<file path="src/rtl/float_pkg.sv">
// Shared constants and state encoding for the sequential float divider.
// Field widths follow IEEE-754 single precision.
package float_pkg;
   localparam int EXP_BIAS = 127;
   localparam int EXP_W    = 8;
   localparam int MANT_W   = 23;
   localparam int QBITS    = 26;

   localparam logic [30:0] INF_MAG  = {8'hFF, 23'h0};
   localparam logic [30:0] ZERO_MAG = 31'h0;

   typedef enum logic [2:0] {
      S_IDLE,
      S_DIVIDE,
      S_NORMALIZE,
      S_ROUND,
      S_FINISH
   } state_t;
endpackage

</file>
<file path="src/rtl/fdiv_mant_core.sv">
// Restoring mantissa divider: one quotient bit per step, MSB first.
// load initialises rem/Q/cnt; last flags the step that produces the final bit.
module fdiv_mant_core
   import float_pkg::*;
(
   input  logic              clk,
   input  logic              rst,
   input  logic              load,
   input  logic              step,
   input  logic [MANT_W:0]   n,
   input  logic [MANT_W:0]   d,
   output logic [QBITS-1:0]  q,
   output logic              last
);
   logic [MANT_W+1:0] rem;
   logic [MANT_W:0]   den;
   logic [4:0]        cnt;
   logic [MANT_W+2:0] diff;

   // rem stays below 2*den, so a one-bit-wider subtract exposes the borrow cleanly
   assign diff = {1'b0, rem} - {2'b00, den};
   assign last = (cnt == 5'(QBITS - 1));

   always_ff @(posedge clk) begin
      if (rst) begin
         rem <= '0;
         den <= '0;
         cnt <= '0;
         q   <= '0;
      end else if (load) begin
         rem <= {1'b0, n};
         den <= d;
         cnt <= '0;
         q   <= '0;
      end else if (step) begin
         if (!diff[MANT_W+2]) begin
            rem <= {diff[MANT_W:0], 1'b0};
            q   <= {q[QBITS-2:0], 1'b1};
         end else begin
            rem <= {rem[MANT_W:0], 1'b0};
            q   <= {q[QBITS-2:0], 1'b0};
         end
         cnt <= cnt + 5'd1;
      end
   end
endmodule

</file>
<file path="src/rtl/float_div.sv">
// Sequential single-precision divider, result 29 cycles after the accepting edge.
// FLOAT_DIV_SPECIAL_EN enables zero-field and exponent range special-casing.
module float_div
   import float_pkg::*;
(
   input  logic        clk,
   input  logic        rst,
   input  logic        start,
   input  logic [31:0] float_in_1,
   input  logic [31:0] float_in_2,
   output logic [31:0] float_out,
   output logic        ready,
   output logic        busy
);
   state_t state, state_n;

   logic              core_load;
   logic              core_step;
   logic              core_last;
   logic [QBITS-1:0]  q;

   logic              sign;
   logic signed [9:0] exp_r;
   logic [MANT_W-1:0] mant;
   logic              guard;
   logic [MANT_W:0]   rsum;
   logic [EXP_W-1:0]  exp_field;
   logic [31:0]       result;

   fdiv_mant_core u_core (
      .clk  (clk),
      .rst  (rst),
      .load (core_load),
      .step (core_step),
      .n    ({1'b1, float_in_1[MANT_W-1:0]}),
      .d    ({1'b1, float_in_2[MANT_W-1:0]}),
      .q    (q),
      .last (core_last)
   );

   always_ff @(posedge clk) begin
      if (rst) state <= S_IDLE;
      else     state <= state_n;
   end

   always_comb begin
      state_n   = state;
      core_load = 1'b0;
      core_step = 1'b0;
      case (state)
         S_IDLE: begin
            if (start) begin
               core_load = 1'b1;
               state_n   = S_DIVIDE;
            end
         end
         S_DIVIDE: begin
            core_step = 1'b1;
            if (core_last) state_n = S_NORMALIZE;
         end
         S_NORMALIZE: state_n = S_ROUND;
         S_ROUND:     state_n = S_FINISH;
         S_FINISH:    state_n = S_IDLE;
         default:     state_n = S_IDLE;
      endcase
   end

   assign rsum      = {1'b0, mant} + {{MANT_W{1'b0}}, guard};
   assign exp_field = 8'(exp_r + 10'(EXP_BIAS));

`ifdef FLOAT_DIV_SPECIAL_EN
   logic              spec_flag;
   logic [30:0]       spec_mag;
   logic signed [9:0] biased;

   assign biased = exp_r + 10'sd127;

   always_comb begin
      result = {sign, exp_field, mant};
      if (spec_flag)                 result = {sign, spec_mag};
      else if (biased > 10'sd254)    result = {sign, INF_MAG};
      else if (biased < 10'sd1)      result = {sign, ZERO_MAG};
   end

   always_ff @(posedge clk) begin
      if (rst) begin
         spec_flag <= 1'b0;
         spec_mag  <= '0;
      end else if (state == S_IDLE && start) begin
         // a zero divisor wins over a zero dividend, so 0/0 yields infinity
         spec_flag <= (float_in_2[30:23] == 8'h00) || (float_in_1[30:23] == 8'h00);
         spec_mag  <= (float_in_2[30:23] == 8'h00) ? INF_MAG : ZERO_MAG;
      end
   end
`else
   always_comb begin
      result = {sign, exp_field, mant};
   end
`endif

   always_ff @(posedge clk) begin
      if (rst) begin
         float_out <= '0;
         ready     <= 1'b0;
         busy      <= 1'b0;
         sign      <= 1'b0;
         exp_r     <= '0;
         mant      <= '0;
         guard     <= 1'b0;
      end else begin
         case (state)
            S_IDLE: begin
               ready <= 1'b0;
               if (start) begin
                  sign  <= float_in_1[31] ^ float_in_2[31];
                  exp_r <= $signed({2'b00, float_in_1[30:23]} - {2'b00, float_in_2[30:23]});
                  busy  <= 1'b1;
               end
            end
            S_NORMALIZE: begin
               // ratio in (0.5,2): either the integer bit is set or the next one is
               if (q[QBITS-1]) begin
                  mant  <= q[QBITS-2:2];
                  guard <= q[1];
               end else begin
                  mant  <= q[QBITS-3:1];
                  guard <= q[0];
                  exp_r <= exp_r - 10'sd1;
               end
            end
            S_ROUND: begin
               mant  <= rsum[MANT_W-1:0];
               exp_r <= exp_r + $signed({9'd0, rsum[MANT_W]});
            end
            S_FINISH: begin
               float_out <= result;
               ready     <= 1'b1;
               busy      <= 1'b0;
            end
            default: ;
         endcase
      end
   end
endmodule

</file>
<file path="config.mk">
export PLATFORM = sky130hd
export DESIGN_NAME = float_div
export DESIGN_NICKNAME = d
export VERILOG_FILES = /design/src/rtl/float_pkg.sv /design/src/rtl/fdiv_mant_core.sv /design/src/rtl/float_div.sv
export SDC_FILE = /design/constraint.sdc
export NUM_CORES = 1
export LEC_CHECK = 0
export CAP_MARGIN = 10
export CORE_ASPECT_RATIO = 0.8
export CORE_MARGIN = 4
export CORE_UTILIZATION = 35
export CTS_CLUSTER_SIZE = 40
export DETAILED_ROUTE_END_ITERATION = 8
export PLACE_DENSITY = 0.55
export REMOVE_ABC_BUFFERS = 1
export SLEW_MARGIN = 15
export SYNTH_ARGS = -nofsm -noshare
export SYNTH_HDL_FRONTEND = slang
export SYNTH_SLANG_ARGS = --single-unit
</file>
<file path="constraint.sdc">
create_clock -name clk -period 3.3 [get_ports clk]
set_input_delay 0.66 -clock clk [delete_from_list [all_inputs] [get_ports clk]]
set_output_delay 0.66 -clock clk [all_outputs]
set_load 0.01 [all_outputs]
</file>
======== After elaboration in Yosys (flattened, before gate mapping) ========
Index checks and enable logic that the tools add are counted.
storage, ports and cells
  output and inout port bits .............. 34
  register bits after elaboration ......... 152
  word-level logic and storage cells ...... 58
  input bits .............................. 67
operators by class
  bitwise operators ....................... 1
  reductions and logical operators ........ 10
  $add $sub $neg .......................... 7
  eq/ne operators ......................... 8
  mux-type cells .......................... 19
operator list
  kind                                                  number
  2-to-1 mux 24 bit                                     2
  one-hot mux 23 bit (2 select lines)                   1
  one-hot mux 10 bit (3 select lines)                   1
  subtractor 25 x 24 -> 26 bit                          1
  2-to-1 mux 25 bit                                     1
  adder 23 x 1 -> 24 bit                                1
  2-to-1 mux 23 bit                                     1
  2-to-1 mux 10 bit                                     2
  one-hot mux 3 bit (4 select lines)                    1
  adder 10 x 2 -> 10 bit                                1
  subtractor 10 x 2 -> 10 bit (second input constant)   1
  subtractor 8 x 8 -> 9 bit                             1
  adder 8 bit (second input constant)                   1
  equality test 3 x 2 -> 1 bit (second input constant)  2
  2-to-1 mux 1 bit                                      6
  2-to-1 mux 3 bit                                      2
  != test 2 bit (second input constant)                 3
  AND reduction 2 bit                                   3
  nonzero test 2 bit                                    3
  adder 5 x 1 -> 5 bit (second input constant)          1
  equality test 5 bit (second input constant)           1
  one-hot mux 1 bit (2 select lines)                    2
  equality test 3 x 1 -> 1 bit (second input constant)  1
  equality test 3 bit (second input constant)           1
  5 further kinds                                       5

======== Longest topological paths before layout ========
  word-level depth ........................ 4
  gate-level depth with buffers ........... 16
  mapped depth without buffers ............ 16

======== Hierarchy ========
A second synthesis with hierarchy kept.
unflattened totals
  cell total of the unflattened synthesis .. 1013
  area total of the unflattened synthesis .. 8450.6 µm²
modules (own cells, without submodules)
  module          sequential area each (µm²)  times used  cells each  area each (µm²)
  fdiv_mant_core  1601.5                      1           491         4337.9
  float_div       1401.3                      1           522         4112.7

======== Worst setup path after synthesis ========
No wires, ideal clock.
  kind .................................... register to register
  start ................................... register state[1]
  end ..................................... register exp_r[6]
  data required time ...................... 3.185 ns
  slack ................................... 0.153 ns
  stages on the path, launching flop included .. 16
  buffers on the path ..................... 2
  clock period less this slack ............ 3.147 ns
  arrival ................................. 3.033 ns
  setup time .............................. 0.115 ns
  path through ............................ dfxtp_1 > clkbuf_1 > nand2b_1 > nor2_1 > inv_1 > buf_2 > a41o_1 > ha_1 > fa_1 > a21o_1 > a21oi_1 > o21bai_1 > a21oi_1 > xor2_1 > and3_1 > a2111oi_0
between the ends
  word-level cells in the longest chain between the ends .. 3
  elaborated cells between the ends (all ways) .. 8
  classes of those cells .................. eq/ne: 4; mux: 1; reduce/logical: 3
ends and longest elaborated chain
  what                                                                         RTL line          text
  start: declaration                                                           float_div.sv:15   state_t state, state_n;
  start signal: assignment                                                     float_div.sv:43   else state <= state_n;
  equality test 3 x 2 -> 1 bit / logical NOT 3 bit (equally long branches)     float_div.sv:111  case (state)
  != test 2 bit (no source line) / nonzero test 3 bit (equally long branches)  --
  AND reduction 3 bit (no source line)                                         --
  end signal: assignment                                                       float_div.sv:116  exp_r <= $signed({2'b00, float_in_1[30:23]} - {2'b00, float_in_2[30:23]});
  end signal: assignment                                                       float_div.sv:128  exp_r <= exp_r - 10'sd1;
  end signal: assignment                                                       float_div.sv:133  exp_r <= exp_r + $signed({9'd0, rsum[MANT_W]});
  end: declaration                                                             float_div.sv:23   logic signed [9:0] exp_r;
Parallel ways exist; a longest one is shown, timed or not.
A chain may end at the register's enable or synchronous reset.

======== Worst setup path after layout ========
  start ................................... register guard
  end ..................................... register exp_r[6]
between the ends
  word-level cells in the longest chain between the ends .. 3
ends and longest elaborated chain
  what                                 RTL line          text
  start: declaration                   float_div.sv:25   logic guard;
  start signal: assignment             float_div.sv:124  guard <= q[1];
  start signal: assignment             float_div.sv:127  guard <= q[0];
  adder 23 x 1 -> 24 bit               float_div.sv:68   assign rsum = {1'b0, mant} + {{MANT_W{1'b0}}, guard};
  adder 10 x 2 -> 10 bit               float_div.sv:133
  one-hot mux 10 bit (3 select lines)  float_div.sv:111
Every way passes these cells.

==> out/qor.json <==
{
  "fmax_ghz": 0.318,
  "layout.cells.non_filler": 1516,
  "detailedRoute.firstIterationViolations": 533,
  "groute.usage.overall_pct": 16.6,
  "detail_route.drc_violations": 0,
  "signal_arrival_time_at_the_worst_endpoint_ns": 3.48,
  "nets": 1304,
  "placeable_core_region_mm2": 0.0235,
  "synth-main-ff-cell": "dfxtp_1",
  "finalCriticalPeriod_ns": 3.15,
  "setup.worst_path.class": "reg -> reg",
  "io_pins": 101,
  "drive_gt1_share_pct": 8.97,
  "antenna_violations_before_repair": 0,
  "num_vias": 7783,
  "crit_required_ns": 3.63,
  "syn_to_final_growth_pct": 25.2,
  "yosysMostFrequentCell": "nand2_1",
  "timing.final.hold_violations": 0,
  "dp_worst_setup_slack_ns": -0.0956,
  "clk_sink_count": 150,
  "fillCellCount": 2433,
  "yosysSeqAreaShare_pct": 35.6,
  "synthTopCellsByArea": "dfxtp_1, nand2_1, a21oi_1, ha_1, mux2i_1",
  "timing.final.max_slew_violations": 0,
  "h-tree-depth": 4,
  "fp.dieArea_mm2": 0.0267,
  "first_global_vias": 7369,
  "synth-warning-count": 0,
  "io_buffer_count": 100,
  "crit_end_element": "flip-flop",
  "slew_headroom_pct": 25.5,
  "grt-ovfl-total": 0,
  "avgSynthCellArea_um2": 7.69,
  "timing.hold.worst.class": "reg -> reg",
  "total_leakage_power_nw": 3.92,
  "max_cap_viol_count": 0,
  "final.setup.worst_slack_ns": 0.150,
  "tritoncts_buffers": 17,
  "global_route_wire_length_before_repair_um": 37300,
  "syn-cell-area_mm2": 0.00843,
  "critPathLaunchType": "flip-flop",
  "run_status": "completed",
  "synth_cells": 1097,
  "worst_voltage_drop_across_the_vdd_grid_mv": 0.378,
  "detailed_place.area_mm2": 0.00989,
  "layout.core_utilization_pct": 44.9,
  "postSynth.asyncResetShare_pct": 0,
  "critical_path.max_fanout": 4,
  "cts.path.max_buffers": 2,
  "setup_violations": 0,
  "pwr_density_cell_mw_per_mm2": 550,
  "chipWidth_um": 182,
  "clock_skew_ns": 0.00611,
  "gpl.final_weighted_congestion": 0.867,
  "cts_tree": "yes",
  "stdcell_area_mm2": 0.0106,
  "clkSlewWorstSetupHoldPaths_ns": 0.07,
  "insertedDiodeCount": 0,
  "fp.dieH_um": 147,
  "routed_via_density": 5.13,
  "dp_cells": 1482,
  "hpwl_reported_at_the_end_of_detailed_placement_um": 15500,
  "wl_per_cell_um": 14.9,
  "post_synth_num_cell_types": 64,
  "synth_top_cell_area_share_pct": 35.6,
  "fp-row-count": 50,
  "totalNegativeSetupSlack_ns": 0,
  "postCtsHoldBufs": 0,
  "synth.top_cells.by_count": "nand2_1, a21oi_1, dfxtp_1",
  "post_synth_edffs": 0,
  "ant_nets": 0,
  "ctsRootBufferMaster": "clkbuf_16",
  "initial_utilization_pct": 35.9,
  "synth_area_leader_cell": "dfxtp_1",
  "maximum_number_of_pins_on_one_net_before_global_route_repair": 53,
  "worstSkewPairLatency_ns": 0.43,
  "layout_worst_path_cycle_share_pct": 95.4,
  "synth-seq-cells": 150,
  "detail_route.wirelength_um": 22600,
  "dr.pass1.iters": 7,
  "worst-slew-pin-transition_ns": 1.11
}
## timing repair
action                     4_1_cts  5_1_grt
setup endpoints to repair        2        2
setup buffers                    0        2
pin swaps                        2        5
gates resized for setup          5       15
## where the power goes
group / internal [mW] / switching [mW] / leakage (nW)
clock: 1.06 / 0.867 / 0.277
combinational: 0.833 / 1.06 / 2.43
sequential: 1.91 / 0.0769 / 1.22
total: 3.80 / 2.01 / 3.92
## cell families (layout without fill, tap and decap cells)
logic type                 after synthesis  count (layout)  synth area share, %
and+or+nand+nor                        401             401                 21.0
AOI/OAI and AO/OA                      314             314                 23.2
DFF                                    150             150                 35.6
buffers and inverters                  116             223                 5.31
adders and majority gates               46              46                 7.09
xor gates and xnor gates                39              39                 4.05
muxes                                   31              31                 3.71
## sequential cells by signal, indices dropped and copies added (netlist names)
name        count
float_out      32
u_core.q       26
u_core.rem     25
u_core.den     24
mant           23
exp_r           8
u_core.cnt      5
state           3
busy            1
guard           1
ready           1
sign            1
## through the flow
| stage | power, mW | hold WS (ns) |
|---|---|---|
| after floorplan | 3.30 | 0.426 |
| after global placement | 3.88 | 0.443 |
| after detailed placement | 3.88 | 0.447 |
| after CTS | 5.85 | 0.456 |
| after global routing | 6.15 | 0.473 |
| final | 5.81 | 0.452 |
## final timing paths
kind / start / end / slack (ns) / cells past startpoint
max: guard$_SDFFE_PP0P_ / exp_r[6]$_SDFFE_PP0P_ / 0.15 / 17
min: float_out[17]$_SDFFE_PP0P_ / float_out[17]$_SDFFE_PP0P_ / 0.45 / 2
max reg2reg: guard$_SDFFE_PP0P_ / exp_r[6]$_SDFFE_PP0P_ / 0.15 / 17
min reg2reg: float_out[17]$_SDFFE_PP0P_ / float_out[17]$_SDFFE_PP0P_ / 0.45 / 2
## critical path: stages (launching register included)
cell       delay (ns)
dfxtp_1          0.31
ha_2             0.21
nand3_4          0.10
nor4_4           0.04
buf_4            0.13
and3_1           0.18
nand3_2          0.11
nor2_4           0.06
a41o_1           0.24
ha_2             0.18
fa_2             0.33
a21o_1           0.18
a21oi_2          0.16
o21bai_1         0.08
a21oi_1          0.17
xor2_1           0.08
and3_1           0.19
a2111oi_2        0.31
## layout by cell type (no fill, tap or decap), drive strengths merged, types with 4 or more instances in the layout
cell,n
o22ai,12
nand2,216
xnor2,22
a211oi,21
nand3,23
ha,43
a311oi,5
o221ai,6
inv,54
o211ai,6
o21bai,5
or2,4
nor2b,10
mux2i,29
o2bb2ai,4
a21oi,155
xor2,17
dfxtp,150
clkdlybuf4s50,99
a2111oi,9
a21o,21
o21ai,30
nor2,77
nand4,8
o32ai,4
buf,46
or3,4
nor3,13
and3,26
clkbuf,18
o21a,8
nand2b,4
## cell type report
| class | instances | area, µm² | share of cell area (%) |
|---|---|---|---|
| Clock inverter | 14 | 143 | 1.35 |
| Timing Repair Buffer | 145 | 1350 | 12.8 |
| Inverter | 46 | 173 | 1.63 |
| Tap cell | 312 | 390 | 3.70 |
| Clock buffer | 18 | 429 | 4.06 |
| Multi-Input combinational cell | 831 | 5070 | 48.0 |
| Sequential cell | 150 | 3010 | 28.5 |
## layer usage
layer | vias up | GRT usage, % | wire [µm]
met4 | 0 | 4.76 | 311
met5 | - | 0 | 0
met3 | 25 | 2.82 | 820
met1 | 3565 | 23.6 | 11700
met2 | 149 | 25.9 | 9770
li1 | 4044 | - | -
(Power assumes the default switching activity.)
